`config.mk`:
```
export PLATFORM = sky130hd
export DESIGN_NAME = id_ex_stage
export DESIGN_NICKNAME = d
export VERILOG_FILES = /design/src/rtl/id_ex_stage.sv
export SDC_FILE = /design/constraint.sdc
export NUM_CORES = 1
export LEC_CHECK = 0
export BUFFER_PORTS_ARGS = -buffer_cell sky130_fd_sc_hd__buf_2
export CORE_AREA = 2 2 136 138
export CTS_BUF_LIST = sky130_fd_sc_hd__clkbuf_8
export DETAILED_ROUTE_END_ITERATION = 10
export DIE_AREA = 0 0 138 140
export SLEW_MARGIN = 40
export SYNTH_ARGS = -nofsm -noshare
export SYNTH_HDL_FRONTEND = slang
export SYNTH_SLANG_ARGS = --single-unit
```
`constraint.sdc`:
```
create_clock -name clk -period 2.5 [get_ports clk]
set_input_delay 0.125 -clock clk [delete_from_list [all_inputs] [get_ports clk]]
set_output_delay 0.125 -clock clk [all_outputs]
set_load 0.05 [all_outputs]
```
`src/rtl/id_ex_stage.sv`:
```
// id_ex_stage: ID/EX pipeline register for the 32I core.
//
// Registers the decoded control bundle, operands, immediate, PC and register
// indices from ID and presents them to EX one cycle later. Detects the
// load-use hazard (a load in EX whose destination feeds the instruction in
// ID), holds IF/ID through id_stall and injects a bubble into EX. EX
// back-pressure (ex_stall) freezes every register; flush kills the ID
// instruction. bubble_cnt counts inserted load-use bubbles and saturates.
//
// Ports:
//   clk, reset                  clock, synchronous active-high reset
//   id_valid, id_inst, id_pc    ID instruction, raw encoding and PC
//   id_rs1_data, id_rs2_data    register-file read data
//   id_imm                      sign-extended immediate
//   id_mem_read .. id_alu_op    decoder control bundle
//   ex_stall                    EX/MEM cannot accept; hold all state
//   flush                       taken branch/jump in EX; kill ID instruction
//   ex_*                        registered bundle presented to EX
//   id_stall                    combinational; IF/ID and PC must hold
//   bubble_cnt                  load-use bubbles inserted since reset
module id_ex_stage #(
    parameter int XLEN  = 32,
    parameter int CNT_W = 16
) (
    input  logic             clk,
    input  logic             reset,
    input  logic             id_valid,
    input  logic [31:0]      id_inst,
    input  logic [XLEN-1:0]  id_pc,
    input  logic [XLEN-1:0]  id_rs1_data,
    input  logic [XLEN-1:0]  id_rs2_data,
    input  logic [XLEN-1:0]  id_imm,
    input  logic             id_mem_read,
    input  logic             id_mem_write,
    input  logic             id_alu_src,
    input  logic             id_reg_write_n,
    input  logic [1:0]       id_mem_to_reg,
    input  logic [1:0]       id_jump,
    input  logic [1:0]       id_inst_size,
    input  logic [3:0]       id_alu_op,
    input  logic             ex_stall,
    input  logic             flush,
    output logic             ex_valid,
    output logic [XLEN-1:0]  ex_pc,
    output logic [XLEN-1:0]  ex_rs1_data,
    output logic [XLEN-1:0]  ex_rs2_data,
    output logic [XLEN-1:0]  ex_imm,
    output logic [4:0]       ex_rs1,
    output logic [4:0]       ex_rs2,
    output logic [4:0]       ex_rd,
    output logic             ex_mem_read,
    output logic             ex_mem_write,
    output logic             ex_alu_src,
    output logic             ex_reg_write_n,
    output logic [1:0]       ex_mem_to_reg,
    output logic [1:0]       ex_jump,
    output logic [1:0]       ex_inst_size,
    output logic [3:0]       ex_alu_op,
    output logic             id_stall,
    output logic [CNT_W-1:0] bubble_cnt
);

    typedef struct packed {
        logic            valid;
        logic [XLEN-1:0] pc;
        logic [XLEN-1:0] rs1_data;
        logic [XLEN-1:0] rs2_data;
        logic [XLEN-1:0] imm;
        logic [4:0]      rs1;
        logic [4:0]      rs2;
        logic [4:0]      rd;
        logic            mem_read;
        logic            mem_write;
        logic            alu_src;
        logic            reg_write_n;
        logic [1:0]      mem_to_reg;
        logic [1:0]      jump;
        logic [1:0]      inst_size;
        logic [3:0]      alu_op;
    } ex_bundle_t;

    // A bubble is all-zero except the active-low write enable, which must
    // read as "no write".
    function automatic ex_bundle_t bubble();
        ex_bundle_t b;
        b = '0;
        b.reg_write_n = 1'b1;
        return b;
    endfunction

    ex_bundle_t bundle_p0;
    ex_bundle_t bundle_p1;
    logic       hazard;

    // ---- stage p0: ID inputs gathered, hazard against the bundle in EX ----
    always_comb begin
        bundle_p0             = '0;
        bundle_p0.valid       = id_valid;
        bundle_p0.pc          = id_pc;
        bundle_p0.rs1_data    = id_rs1_data;
        bundle_p0.rs2_data    = id_rs2_data;
        bundle_p0.imm         = id_imm;
        bundle_p0.rs1         = id_inst[19:15];
        bundle_p0.rs2         = id_inst[24:20];
        bundle_p0.rd          = id_inst[11:7];
        bundle_p0.mem_read    = id_mem_read;
        bundle_p0.mem_write   = id_mem_write;
        bundle_p0.alu_src     = id_alu_src;
        bundle_p0.reg_write_n = id_reg_write_n;
        bundle_p0.mem_to_reg  = id_mem_to_reg;
        bundle_p0.jump        = id_jump;
        bundle_p0.inst_size   = id_inst_size;
        bundle_p0.alu_op      = id_alu_op;
    end

    // Both source fields are compared whatever the instruction format; a
    // spurious stall on U/J-type costs one cycle and keeps the check cheap.
    assign hazard = id_valid & bundle_p1.valid & bundle_p1.mem_read &
                    (bundle_p1.rd != 5'd0) &
                    ((bundle_p1.rd == bundle_p0.rs1) | (bundle_p1.rd == bundle_p0.rs2));

    // Flush wins over the stall: the ID instruction is being discarded, so
    // IF/ID must be free to fetch the branch target.
    assign id_stall = ~reset & ~flush & (ex_stall | hazard);

    // ---- stage p1: registered bundle presented to EX ----
    always_ff @(posedge clk) begin
        if (reset) begin
            bundle_p1  <= bubble();
            bubble_cnt <= '0;
        end else if (flush) begin
            bundle_p1 <= bubble();
        end else if (!ex_stall) begin
            if (hazard) begin
                bundle_p1 <= bubble();
                if (bubble_cnt != '1) begin
                    bubble_cnt <= bubble_cnt + CNT_W'(1);
                end
            end else if (id_valid) begin
                bundle_p1 <= bundle_p0;
            end else begin
                bundle_p1 <= bubble();
            end
        end
    end

    assign ex_valid       = bundle_p1.valid;
    assign ex_pc          = bundle_p1.pc;
    assign ex_rs1_data    = bundle_p1.rs1_data;
    assign ex_rs2_data    = bundle_p1.rs2_data;
    assign ex_imm         = bundle_p1.imm;
    assign ex_rs1         = bundle_p1.rs1;
    assign ex_rs2         = bundle_p1.rs2;
    assign ex_rd          = bundle_p1.rd;
    assign ex_mem_read    = bundle_p1.mem_read;
    assign ex_mem_write   = bundle_p1.mem_write;
    assign ex_alu_src     = bundle_p1.alu_src;
    assign ex_reg_write_n = bundle_p1.reg_write_n;
    assign ex_mem_to_reg  = bundle_p1.mem_to_reg;
    assign ex_jump        = bundle_p1.jump;
    assign ex_inst_size   = bundle_p1.inst_size;
    assign ex_alu_op      = bundle_p1.alu_op;

endmodule
```
## Yosys cells after proc, flatten, opt, wreduce, memory -nomap -nowiden

Cells that the tools add are included.

- Flip-flop bits (word level): 174
- Input bits: 179
- Output and inout port bits: 175
- Word-level logic and storage cells: 37

- Add/sub/neg operators: 1
- Equality and inequality tests: 3
- Mux-type cells: 2
- Bitwise gates (word level): 11
- Reduce and logical (&&, ||, !) cells: 3

Operators by type and width:

| operator | count |
|---|---|
| $mux W158 | 2 |
| $add A16 B1 Y16 const B | 1 |
| $ne A16 B16 Y1 const B | 1 |
| $eq A5 B5 Y1 | 2 |
| $and A1 B1 Y1 | 6 |
| $reduce_bool A5 Y1 | 1 |
| $reduce_and A4 Y1 | 1 |
| $not A1 Y1 | 3 |
| $or A1 B1 Y1 | 2 |
| $reduce_or A2 Y1 | 1 |

## Depth between registers and ports, before layout

- Depth in word-level cells: 6
- Gate-level depth with buffers: 9
- Depth with buffers taken out: 7

## Worst setup path after synthesis

No wires, ideal clock.

- Path kind: register to output
- Start point: register bundle_p1, in the netlist ex_rd[4]
- End point: output id_stall
- Arrival: 2.429 ns
- Data required time: 2.375 ns
- Setup slack: -0.054 ns
- Cell stages (with the launch flop): 7
- Path buffers: 0
- Cells stage by stage: dfxtp_1 -> xnor2_1 -> nand3_1 -> o22ai_1 -> and2_1 -> a21oi_1 -> nor3_1

- Longest elaborated chain between the ends: 5
- Elaborated cells on any way between the ends: 8

RTL lines:

| element | RTL line | RTL |
|---|---|---|
| start: declaration | 92 | `ex_bundle_t bundle_p1;` |
| start signal: assignment | 129 | `bundle_p1 <= bubble();` |
| start signal: assignment | 132 | `bundle_p1 <= bubble();` |
| start signal: assignment | 135 | `bundle_p1 <= bubble();` |
| $eq A5 B5 Y1 / $reduce_bool A5 Y1 (equally long branches) | 120, 119 |  |
| $or A1 B1 Y1 / $and A1 B1 Y1 (equally long branches) | 120, 118 |  |
| $and A1 B1 Y1 (*) | 119 | `(bundle_p1.rd != 5'd0) &` |
| $or A1 B1 Y1 (*) | 124 | `assign id_stall = ~reset & ~flush & (ex_stall \| hazard);` |
| $and A1 B1 Y1 (*) | 124 |  |
| end: declaration | 59 | `output logic id_stall,` |

Every way passes the cells marked *; elsewhere a longest branch is shown, timed or not.

## Worst setup path after layout

- Start point: register bundle_p1, in the netlist ex_rd[4]
- End point: register bundle_p1, in the netlist ex_rs1_data[27]

- Longest elaborated chain between the ends: 4
- Elaborated cells on any way between the ends: 7

RTL lines:

| element | RTL line | RTL |
|---|---|---|
| $eq A5 B5 Y1 / $reduce_bool A5 Y1 (equally long branches) | 120, 119 |  |
| $or A1 B1 Y1 / $and A1 B1 Y1 (equally long branches) | 120, 118 |  |
| $and A1 B1 Y1 (*) | 119 |  |
| $mux W158 (*) | 134 | `if (hazard) begin` |

Marked as above.
A chain may end at the register's enable or synchronous reset.

==> out/summary.md <==
### GRT
* **remaining global-route overflow** 0
* **Total Routing Usage GR** 18.9%
* **first-pass GRT wire length** 29800 µm
* **pin count of the biggest net entering global routing** 83
* **vias in the first global route** 5742
* **initial antenna violation count** 0

### Routing
* **M1 wire length** 7830 µm
* **via count normalized by instance count** 4.77
* **number of DRC markers in iteration 0** 248
* **routed length per placed instance** 15.7 µm
* **number of vias in the routed layout** 5695
* **amount of wire on met2 after detailed routing** 9200 µm
* **final antenna-violating net count** 0
* **wire length reported by the detailed router** 18800 µm
* **DRC** 0
* **wire length on met3** 1340 µm
* **iteration count of the initial detailed-routing pass** 6
* **uppermost layer routed** met4

### Floorplan
* **vertical die dimension** 140 µm
* **Core Footprint** 17800 µm²
* **row count** 49
* **initial cell density of the core** 32.2%
* **total die area** 19300 µm²
* **Die Width** 138 µm
* **Top Ports** 354

### STA
* **upper clock frequency limit** 420 MHz
* **PnR worst setup slack** 0.119 ns
* **clock skew after layout** 0.0186 ns
* **Relative slew margins** 73.7%
* **final hold violation count** 0
* **Setup TNS Final** 0 ns
* **clock period minus worst slack** 2.38 ns
* **worst hold-check slack** 0.0641 ns
* **Least-Margin Pin Slew** 0.395 ns
* **Finish-stage setup viols** 0
* **crit share post-route** 95.2%
* **RSZ-0062 raised after global routing** no
* **number of max-slew violations in the final report** 0

### Yosys
* **most used flip-flop cell after synthesis** dfxtp_1
* **ys async rst share** 0%
* **FF+latch count, synth** 174
* **Post-Syn Area per Cell** 12.1 µm²
* **summed instance area of the synthesized netlist** 5720 µm²
* **EDFF count, synth** 0
* **number of unique standard cell types used by synthesis** 36
* **Post-Synthesis Net Count** 651
* **Mapped Cells** 471
* **share of the yosys chip area belonging to registers** 60.9%
* **number of warnings reported in the yosys synthesis log** 0

### Min path
* **Min-Delay Startpoint** reset
* **worst min-delay path endpoint** bubble_cnt[1]$_SDFFE_PP0P_
* **Min-Delay Path Class** input pin to flop
* **Min-Delay Path Depth** 2

### Setup path
* **Max Fanout on Critical Path** 82
* **worst setup slack for register-to-register paths** 0.12 ns
* **worst reg2reg path endpoint** ex_rs1_data[27]$_SDFFE_PN0N_
* **data required time of the critical path** 2.89 ns
* **kind of start point of the critical path** flop
* **Critical Path Sink Type** flop
* **R2R cell count** 6
* **CP Class** flop to flop
* **arrival time at the worst endpoint** 2.77 ns
* **worst flop-to-flop path startpoint** ex_rd[4]$_SDFFE_PN0N_

### Final layout
* **count of inserted antenna diode cells** 0
* **net total in the final layout** 1133
* **synthesis-to-finish area growth** 68.1%
* **final core utilization** 54.1%
* **layout cell share with drive strength beyond 1** 39.8%

### Placed design
* **estimated wirelength of the detail-placed design** 11700 µm
* **pre-CTS setup slack** 0.197 ns
* **final weighted congestion in routability-driven placement** 0.756
* **quantity of I/O buffers inserted on ports** 336

### Clock network
* **Sink Count** 174
* **clock slew at the register clock pins of the worst setup and hold paths** 0.10 ns
* **Inserted Clock Buffers** 17
* **maximum buffer depth of the clock tree** 2
* **source-to-sink clock delay at the later pin of the worst-skew pair** 0.46 ns
* **clock root buffer** clkbuf_8
* **CTS tree** built
* **htree depth** 4

### Power
* **worst IR drop on VDD** 308 µV
* **pwr dens** 589 nW/µm²
* **leakage** 4.62 nW

### Status
* **result of the run** complete, no violations

### Job
* **# Max-Cap Violations** 0

## kinds of logic (layout without fill, tap and decap cells)
kind of cell    Yosys count  after routing  synth area share [%]
simple gates             51             51                  4.99
compound gates          187            187                  27.0
xor+xnor                 11             11                  1.68
flops                   174            174                  60.9
fa+ha+maj                 1              1                 0.219
buf+inv                  45            540                  4.85
mux                       2              2                 0.372
## power breakdown
group | internal, mW | switching, mW | leakage [nW]
registers | 2.82 | 0.0291 | 1.41
logic | 0.352 | 0.372 | 3.00
clock network | 1.01 | 1.08 | 0.213
total | 4.18 | 1.48 | 4.62
## layer usage
| metal | vias to the layer above | global-route usage [%] |
|---|---|---|
| li1 | 2764 | - |
| met2 | 241 | 31.8 |
| met4 | 0 | 6.50 |
| met5 | - | 0 |
| met3 | 30 | 6.46 |
| met1 | 2660 | 22.5 |
## repair_timing
item / 4_1_cts / 5_1_grt
setup buffers: 0 / 0
hold buffers: 157 / 0
endpoints found under the hold margin: 157 / 0
endpoints found under the setup margin: 0 / 1
gates resized for setup: 0 / 2
## Yosys cell counts (all sizes together), types with 2 or more instances
cell | count | area share (%)
clkbuf | 20 | 1.3
nand3 | 8 | 0.70
o21ai | 10 | 0.87
buf | 20 | 3.2
a21oi | 13 | 1.1
inv | 5 | 0.33
or4 | 3 | 0.39
dfxtp | 174 | 61
or3 | 10 | 1.1
o31ai | 2 | 0.26
and3 | 2 | 0.22
xnor2 | 10 | 1.5
nor3 | 2 | 0.17
nand2 | 7 | 0.46
a22o | 156 | 24
nand4 | 4 | 0.44
nor2 | 7 | 0.46
and2 | 2 | 0.22
## layout make-up
class                      instances  area, µm²
tap                              229        287
sequential                       174       3490
multi-input combinational        252       1990
inverter                           5       18.8
timing repair buffer             503       3420
clock inverter                    15        188
fill                            1520       8160
clock buffer                      17        234
## worst max-delay path: stages, from the launching register on
cell and delay [ns]:
dfxtp_1 0.37, or3_1 0.40, o311a_1 0.33, and2_1 0.22, nor4bb_4 0.35, buf_12 0.34, a22o_1 0.23
## cells in the final DEF, fill, tap and decap left out, types with 3 or more instances in the layout
cell type | Yosys | layout
nand2_1 | 7 | 7
clkinv_4 | 0 | 4
clkbuf_8 | 0 | 17
a22o_1 | 156 | 156
dlygate4sd3_1 | 0 | 157
a21oi_1 | 13 | 12
inv_1 | 5 | 7
buf_12 | 0 | 7
bufinv_16 | 0 | 3
buf_4 | 1 | 3
or3_1 | 10 | 10
or4_1 | 3 | 3
o21ai_0 | 10 | 10
nand3_1 | 8 | 8
dfxtp_1 | 174 | 172
nand4_1 | 4 | 4
buf_2 | 6 | 335
nor2_1 | 7 | 7
xnor2_1 | 10 | 10
## how the worst max path moves through the flow
stage	to	slack [ns]	startpoint	cells after the start
2_1_floorplan	bubble_cnt[6]$_SDFFE_PP0P_	0.17	bubble_cnt[2]$_SDFFE_PP0P_	7
3_3_place_gp	ex_imm[10]$_SDFFE_PN0N_	0.22	ex_rd[4]$_SDFFE_PN0N_	6
3_5_place_dp	ex_rs2_data[12]$_SDFFE_PN0N_	0.20	ex_rd[4]$_SDFFE_PN0N_	6
4_1_cts	id_stall	0.06	ex_rd[4]$_SDFFE_PN0N_	6
5_1_grt	ex_imm[12]$_SDFFE_PN0N_	0.009	ex_rd[4]$_SDFFE_PN0N_	6
6_report	ex_rs1_data[27]$_SDFFE_PN0N_	0.12	ex_rd[4]$_SDFFE_PN0N_	6
## stage by stage
stage	power [mW]	instances	cell area, µm²
finish	5.66	1195	9620
global route	5.90	1195	9620
CTS	5.70	1195	9610
detailed placement	3.43	1006	7620
global placement	3.43	1006	7620
floorplan	3.22	471	5730
No activity file was read; power rests on OpenSTA's default activity.
